File: src/rtl/mac_channel_acc.sv
// Pipelined, handshaked multi-channel window MAC.
// Each beat is a KxK feature/kernel product reduced to one window sum. CHANNELS
// consecutive window sums are accumulated onto a bias, and the total is emitted
// as one result, with optional ReLU.
module mac_channel_acc #(
    parameter int unsigned KERNEL_SIZE    = 3,
    parameter int unsigned DATA_WIDTH     = 8,
    parameter int unsigned CHANNELS       = 4,
    parameter int unsigned FEATURE_SIGNED = 0,
    parameter int unsigned RELU           = 0,
    localparam int unsigned PRODUCT_WIDTH = 2 * DATA_WIDTH,
    localparam int unsigned SUM_WIDTH     = PRODUCT_WIDTH + $clog2(KERNEL_SIZE * KERNEL_SIZE),
    localparam int unsigned ACC_WIDTH     = SUM_WIDTH + $clog2(CHANNELS) + 1
) (
    input  logic                        clk,
    input  logic                        reset,
    input  logic                        in_valid,
    output logic                        in_ready,
    input  logic [DATA_WIDTH-1:0]       feature [0:KERNEL_SIZE-1][0:KERNEL_SIZE-1],
    input  logic signed [DATA_WIDTH-1:0] kernel [0:KERNEL_SIZE-1][0:KERNEL_SIZE-1],
    input  logic signed [SUM_WIDTH-1:0] bias,
    output logic                        out_valid,
    input  logic                        out_ready,
    output logic signed [ACC_WIDTH-1:0] result,
    output logic                        busy
);

    localparam int unsigned EXT_WIDTH = DATA_WIDTH + 1;
    localparam int unsigned MUL_WIDTH = PRODUCT_WIDTH + 1;
    localparam int unsigned CNT_WIDTH = (CHANNELS > 1) ? $clog2(CHANNELS) : 1;
    localparam logic [CNT_WIDTH-1:0] LAST_COUNT = CNT_WIDTH'(CHANNELS - 1);

    logic                  stall;
    logic                  advance;
    logic                  in_xfer;
    logic [CNT_WIDTH-1:0]  count;
    logic                  beat_first;
    logic                  beat_last;

    logic signed [EXT_WIDTH-1:0]     fext_c [0:KERNEL_SIZE-1][0:KERNEL_SIZE-1];
    logic signed [MUL_WIDTH-1:0]     mul_c  [0:KERNEL_SIZE-1][0:KERNEL_SIZE-1];
    logic signed [PRODUCT_WIDTH-1:0] prod_c [0:KERNEL_SIZE-1][0:KERNEL_SIZE-1];
    logic signed [SUM_WIDTH-1:0]     sum_c;

    logic                            s1_valid;
    logic                            s1_first;
    logic                            s1_last;
    logic signed [PRODUCT_WIDTH-1:0] s1_prod [0:KERNEL_SIZE-1][0:KERNEL_SIZE-1];
    logic signed [SUM_WIDTH-1:0]     s1_bias;

    logic                        s2_valid;
    logic                        s2_first;
    logic                        s2_last;
    logic signed [SUM_WIDTH-1:0] s2_sum;
    logic signed [SUM_WIDTH-1:0] s2_bias;

    logic                        s3_last;
    logic signed [ACC_WIDTH-1:0] acc;
    logic signed [ACC_WIDTH-1:0] acc_base_c;

    // Handshake: a held, unaccepted result freezes the whole pipeline.
    assign stall      = out_valid & ~out_ready;
    assign advance    = ~stall;
    assign in_ready   = advance;
    assign in_xfer    = in_valid & advance;
    assign beat_first = (count == '0);
    assign beat_last  = (count == LAST_COUNT);
    assign busy       = s1_valid | s2_valid | s3_last | (count != '0) | out_valid;

    // Element-wise products; feature widened by one bit so unsigned values stay positive.
    always_comb begin
        for (int r = 0; r < int'(KERNEL_SIZE); r++) begin
            for (int c = 0; c < int'(KERNEL_SIZE); c++) begin
                fext_c[r][c] = (FEATURE_SIGNED != 0) ? {feature[r][c][DATA_WIDTH-1], feature[r][c]}
                                                     : {1'b0, feature[r][c]};
                mul_c[r][c]  = MUL_WIDTH'(fext_c[r][c]) * MUL_WIDTH'(kernel[r][c]);
                prod_c[r][c] = PRODUCT_WIDTH'(mul_c[r][c]);
            end
        end
    end

    // Adder tree over the registered products.
    always_comb begin
        sum_c = '0;
        for (int r = 0; r < int'(KERNEL_SIZE); r++) begin
            for (int c = 0; c < int'(KERNEL_SIZE); c++) begin
                sum_c = sum_c + SUM_WIDTH'(s1_prod[r][c]);
            end
        end
    end

    // The first beat of a group starts from the bias instead of the running total.
    always_comb begin
        acc_base_c = s2_first ? ACC_WIDTH'(s2_bias) : acc;
    end

    // Datapath registers without reset; they only matter while their valid bit is set.
    always_ff @(posedge clk) begin
        if (advance) begin
            s1_prod <= prod_c;
            if (in_valid && beat_first) begin
                s1_bias <= bias;
            end
            s2_sum  <= sum_c;
            s2_bias <= s1_bias;
        end
    end

    // Control, channel counter, accumulator and output register.
    always_ff @(posedge clk) begin
        if (reset) begin
            count     <= '0;
            s1_valid  <= 1'b0;
            s1_first  <= 1'b0;
            s1_last   <= 1'b0;
            s2_valid  <= 1'b0;
            s2_first  <= 1'b0;
            s2_last   <= 1'b0;
            s3_last   <= 1'b0;
            acc       <= '0;
            out_valid <= 1'b0;
            result    <= '0;
        end else if (advance) begin
            if (in_xfer) begin
                count <= beat_last ? '0 : count + CNT_WIDTH'(1);
            end
            s1_valid <= in_valid;
            s1_first <= beat_first;
            s1_last  <= beat_last;
            s2_valid <= s1_valid;
            s2_first <= s1_first;
            s2_last  <= s1_last;
            if (s2_valid) begin
                acc <= acc_base_c + ACC_WIDTH'(s2_sum);
            end
            s3_last   <= s2_valid & s2_last;
            out_valid <= s3_last;
            if (s3_last) begin
                result <= ((RELU != 0) && (acc < 0)) ? '0 : acc;
            end
        end
    end

endmodule

File: config.mk
export PLATFORM = sky130hd
export DESIGN_NAME = mac_channel_acc
export DESIGN_NICKNAME = d
export VERILOG_FILES = /design/src/rtl/mac_channel_acc.sv
export SDC_FILE = /design/constraint.sdc
export NUM_CORES = 2
export LEC_CHECK = 0
export CAP_MARGIN = 5
export CORE_ASPECT_RATIO = 0.9
export CORE_MARGIN = 3
export CORE_UTILIZATION = 55
export DETAILED_ROUTE_END_ITERATION = 16
export PLACE_DENSITY = 0.8
export SLEW_MARGIN = 20
export SYNTH_ARGS = -nofsm -noshare
export SYNTH_HDL_FRONTEND = slang
export SYNTH_SLANG_ARGS = --single-unit
File: constraint.sdc
create_clock -name clk -period 19.3 [get_ports clk]
set_clock_uncertainty 0.2 [all_clocks]
set_input_delay 5.79 -clock clk [delete_from_list [all_inputs] [get_ports clk]]
set_output_delay 5.79 -clock clk [all_outputs]
set_load 0.01 [all_outputs]
==> results.toml <==
[synth]
synth_top_family_by_area = "adder cells"
avgSynthCellArea_um2 = 10.0
yosys.area_share.simple_pct = 13.5
synth.cells.most_frequent = "inv_1, fa_1, ha_1"
ys_seq_area_share_pct = 22.6
syn-cell-area_um2 = 32100
synth-xor-area-share_pct = 3.93
synth_most_common_cell = "inv_1"
synth_area_leaders = "fa_1, edfxtp_1, ha_1"
synthFlopType = "edfxtp_1"
synth-compound-area-share_pct = 6.44
synth_mux_area_share_pct = 0.694
ys_types = 64
async_flop_share_pct = 0
syn-instance-count = 3209
ys_ff_latch = 260
synth_edf_count = 204
yosys_warnings = 0
synth_top_area_share_pct = 28.0
synthAdderAreaFrac_pct = 43.7
yosys.area.top_type = "fa_1"
synth_nets = 4230

[layout]
drive_above_1_share_pct = 2.25
final_area_um2 = 35600
syn2layout_area_growth_pct = 10.9
nets = 4423
fillCellCount = 4628

[cts]
post_cts_buffers = 0
numCtsBuffers = 25
cts_tree = "built"
cts_hold_buf = 0
insertion_delay_ns = 0.55
clk_pin_slew_ns = 0.06
cts_buffer_depth = 3
cts_resized = 0
cts-root-buf = "clkbuf_16"
htreeDepth = 1
clock_sinks = 260

[sta]
tightest_slew_ns = 1.08
final-hold-violation-count = 0
setup_violations = 0
period_needed_ns = 13.86
whs_ns = 0.220
tns_ns = 0
finalMaxSlewViolations = 0
min_period_over_period_pct = 71.8
max_freq_mhz = 72.2
rsz0062_at_grt = "false"
setup_ws_ns = 5.44
relSlewSlack_pct = 27.9

[placement]
gp_congestion = 0.874
io_buffers = 193
pre_cts_ws_ns = 5.42
dp_hpwl_mm = 55.8
placedInstanceArea_um2 = 34800

[global_routing]
track_usage_pct = 22.5
grt_overflow = 0
grt_max_degree = 113
grt_pass1_wl_mm = 112
first_global_vias = 22900
antenna_found_initial = 2

[min_path]
min_path_cells = 0
worst_hold_startpoint = "s1_bias[0]"
hold_path.class = "reg2reg"
hold_path_end = "s2_bias[0]"

[critical_path]
r2r_setup_slack_ns = 14.19
r2r-start = "s1_prod[98]"
start_kind = "primary input"
crit_top_cell = "clkdlybuf4s50_1"
crit_path_cell_trace = "clkdlybuf4s50_1, nor2b_1, inv_8, clkdlybuf4s50_1"
reg2reg_depth = 16
critPathMaxFanout = 112
crit_path_end_kind = "output pin"
critPathRequiredTime_ns = 13.31
slowest_delay_ns = 0.64
path_buf_inv = 3
r2r-end = "s2_sum[16]"
critPathKind = "in2out"
arrival_ns = 7.87
crit_family = "buffers and inverters"
cpMaxStageDelayCell = "nor2b_1"

[outcome]
outcome = "finished clean"

[floorplanning]
ioPinCount = 194
die_w_um = 261
core_um2 = 57400
die_area_um2 = 61300
die_y_um = 235
rows = 83
initial_core_util_pct = 55.9

[routing]
dr.pass1.iters = 5
route.detailed.drc = 0
drt-vias-per-instance = 5.19
finalWirelength_mm = 66.7
ant_nets = 0
wl_per_cell_um = 15.9
drt_iter0_markers = 1270
vias = 21700

[flow_run]
cap_violations = 0
-- kinds of logic after synthesis --
group	count (synthesis)
AND/OR/NAND/NOR	854
adder cells (fa/ha/maj)	853
buffers and inverters	766
AO/OA/AOI/OAI	312
flip-flops	260
XOR/XNOR	144
multiplexers	20
-- through the flow --
stage / std cells / utilization [%]
after CTS: 4185 / 62.0
after floorplan: 3209 / -
after global routing: 4186 / 62.0
final: 4186 / 62.0
after global placement: 4140 / 60.7
after detailed placement: 4140 / 60.7
-- layout make-up --
class | instances | area (um^2) | area share, %
flip-flops and latches | 260 | 7250 | 20.4
multi-input cells | 2183 | 21900 | 61.6
clock inverters | 17 | 113 | 0.316
repair buffers | 195 | 1950 | 5.47
clock buffers | 28 | 647 | 1.82
well taps | 765 | 957 | 2.69
diodes | 1 | 2.50 | 0.00703
inverters | 737 | 2770 | 7.79
-- routing by layer --
| layer | part of all wire (%) | global-route usage (%) |
|---|---|---|
| met3 | 3.9 | 2.03 |
| met2 | 49 | 39.1 |
| met5 | 0 | 0 |
| met1 | 44 | 30.3 |
| met4 | 2.8 | 5.62 |
-- worst max-delay path by stage --
| stage | startpoint | to | slack (ns) | cells after the start |
|---|---|---|---|---|
| after CTS | out_ready | in_ready | 5.42 | 4 |
| after detailed placement | out_ready | in_ready | 5.42 | 4 |
| after global placement | out_ready | in_ready | 5.44 | 4 |
| after global routing | out_ready | in_ready | 5.30 | 4 |
| final | out_ready | in_ready | 5.44 | 4 |
| after floorplan | out_ready | in_ready | 1.97 | 4 |
-- layout by cell type (no fill, tap or decap), types with 4 or more instances in the layout --
master | Yosys | final
ha_1 | 404 | 404
nor3_1 | 18 | 18
a22o_1 | 5 | 5
o21bai_1 | 14 | 14
nand2b_1 | 53 | 53
o21a_1 | 28 | 28
and3_1 | 4 | 4
fa_1 | 449 | 449
nor2_1 | 85 | 85
o211ai_1 | 6 | 6
a311oi_1 | 18 | 18
xnor2_1 | 126 | 126
clkinv_1 | 0 | 9
a311oi_2 | 5 | 5
o21ai_0 | 38 | 38
or3_1 | 19 | 19
nor2b_1 | 13 | 13
a21o_1 | 18 | 18
o21ai_1 | 8 | 8
mux2_2 | 18 | 18
nand3_1 | 11 | 11
dfxtp_1 | 56 | 56
xor2_1 | 18 | 18
a21oi_1 | 119 | 119
a31oi_1 | 7 | 7
clkdlybuf4s50_1 | 0 | 193
clkbuf_16 | 0 | 25
inv_1 | 736 | 736
nand2_1 | 311 | 311
nand4_1 | 7 | 7
and2_1 | 323 | 323
a211oi_1 | 12 | 12
edfxtp_1 | 204 | 204
o41ai_1 | 6 | 6
-- state kept, by name, summed over array words and instances (netlist names), 2 cells and up --
signal / cells
s1_bias: 20
s1_prod: 144
result: 23
s2_bias: 20
acc: 23
s2_sum: 20
count: 2
Power is not shown: default switching activity piles up to over one toggle a cycle in this logic, so the estimate is an artifact.
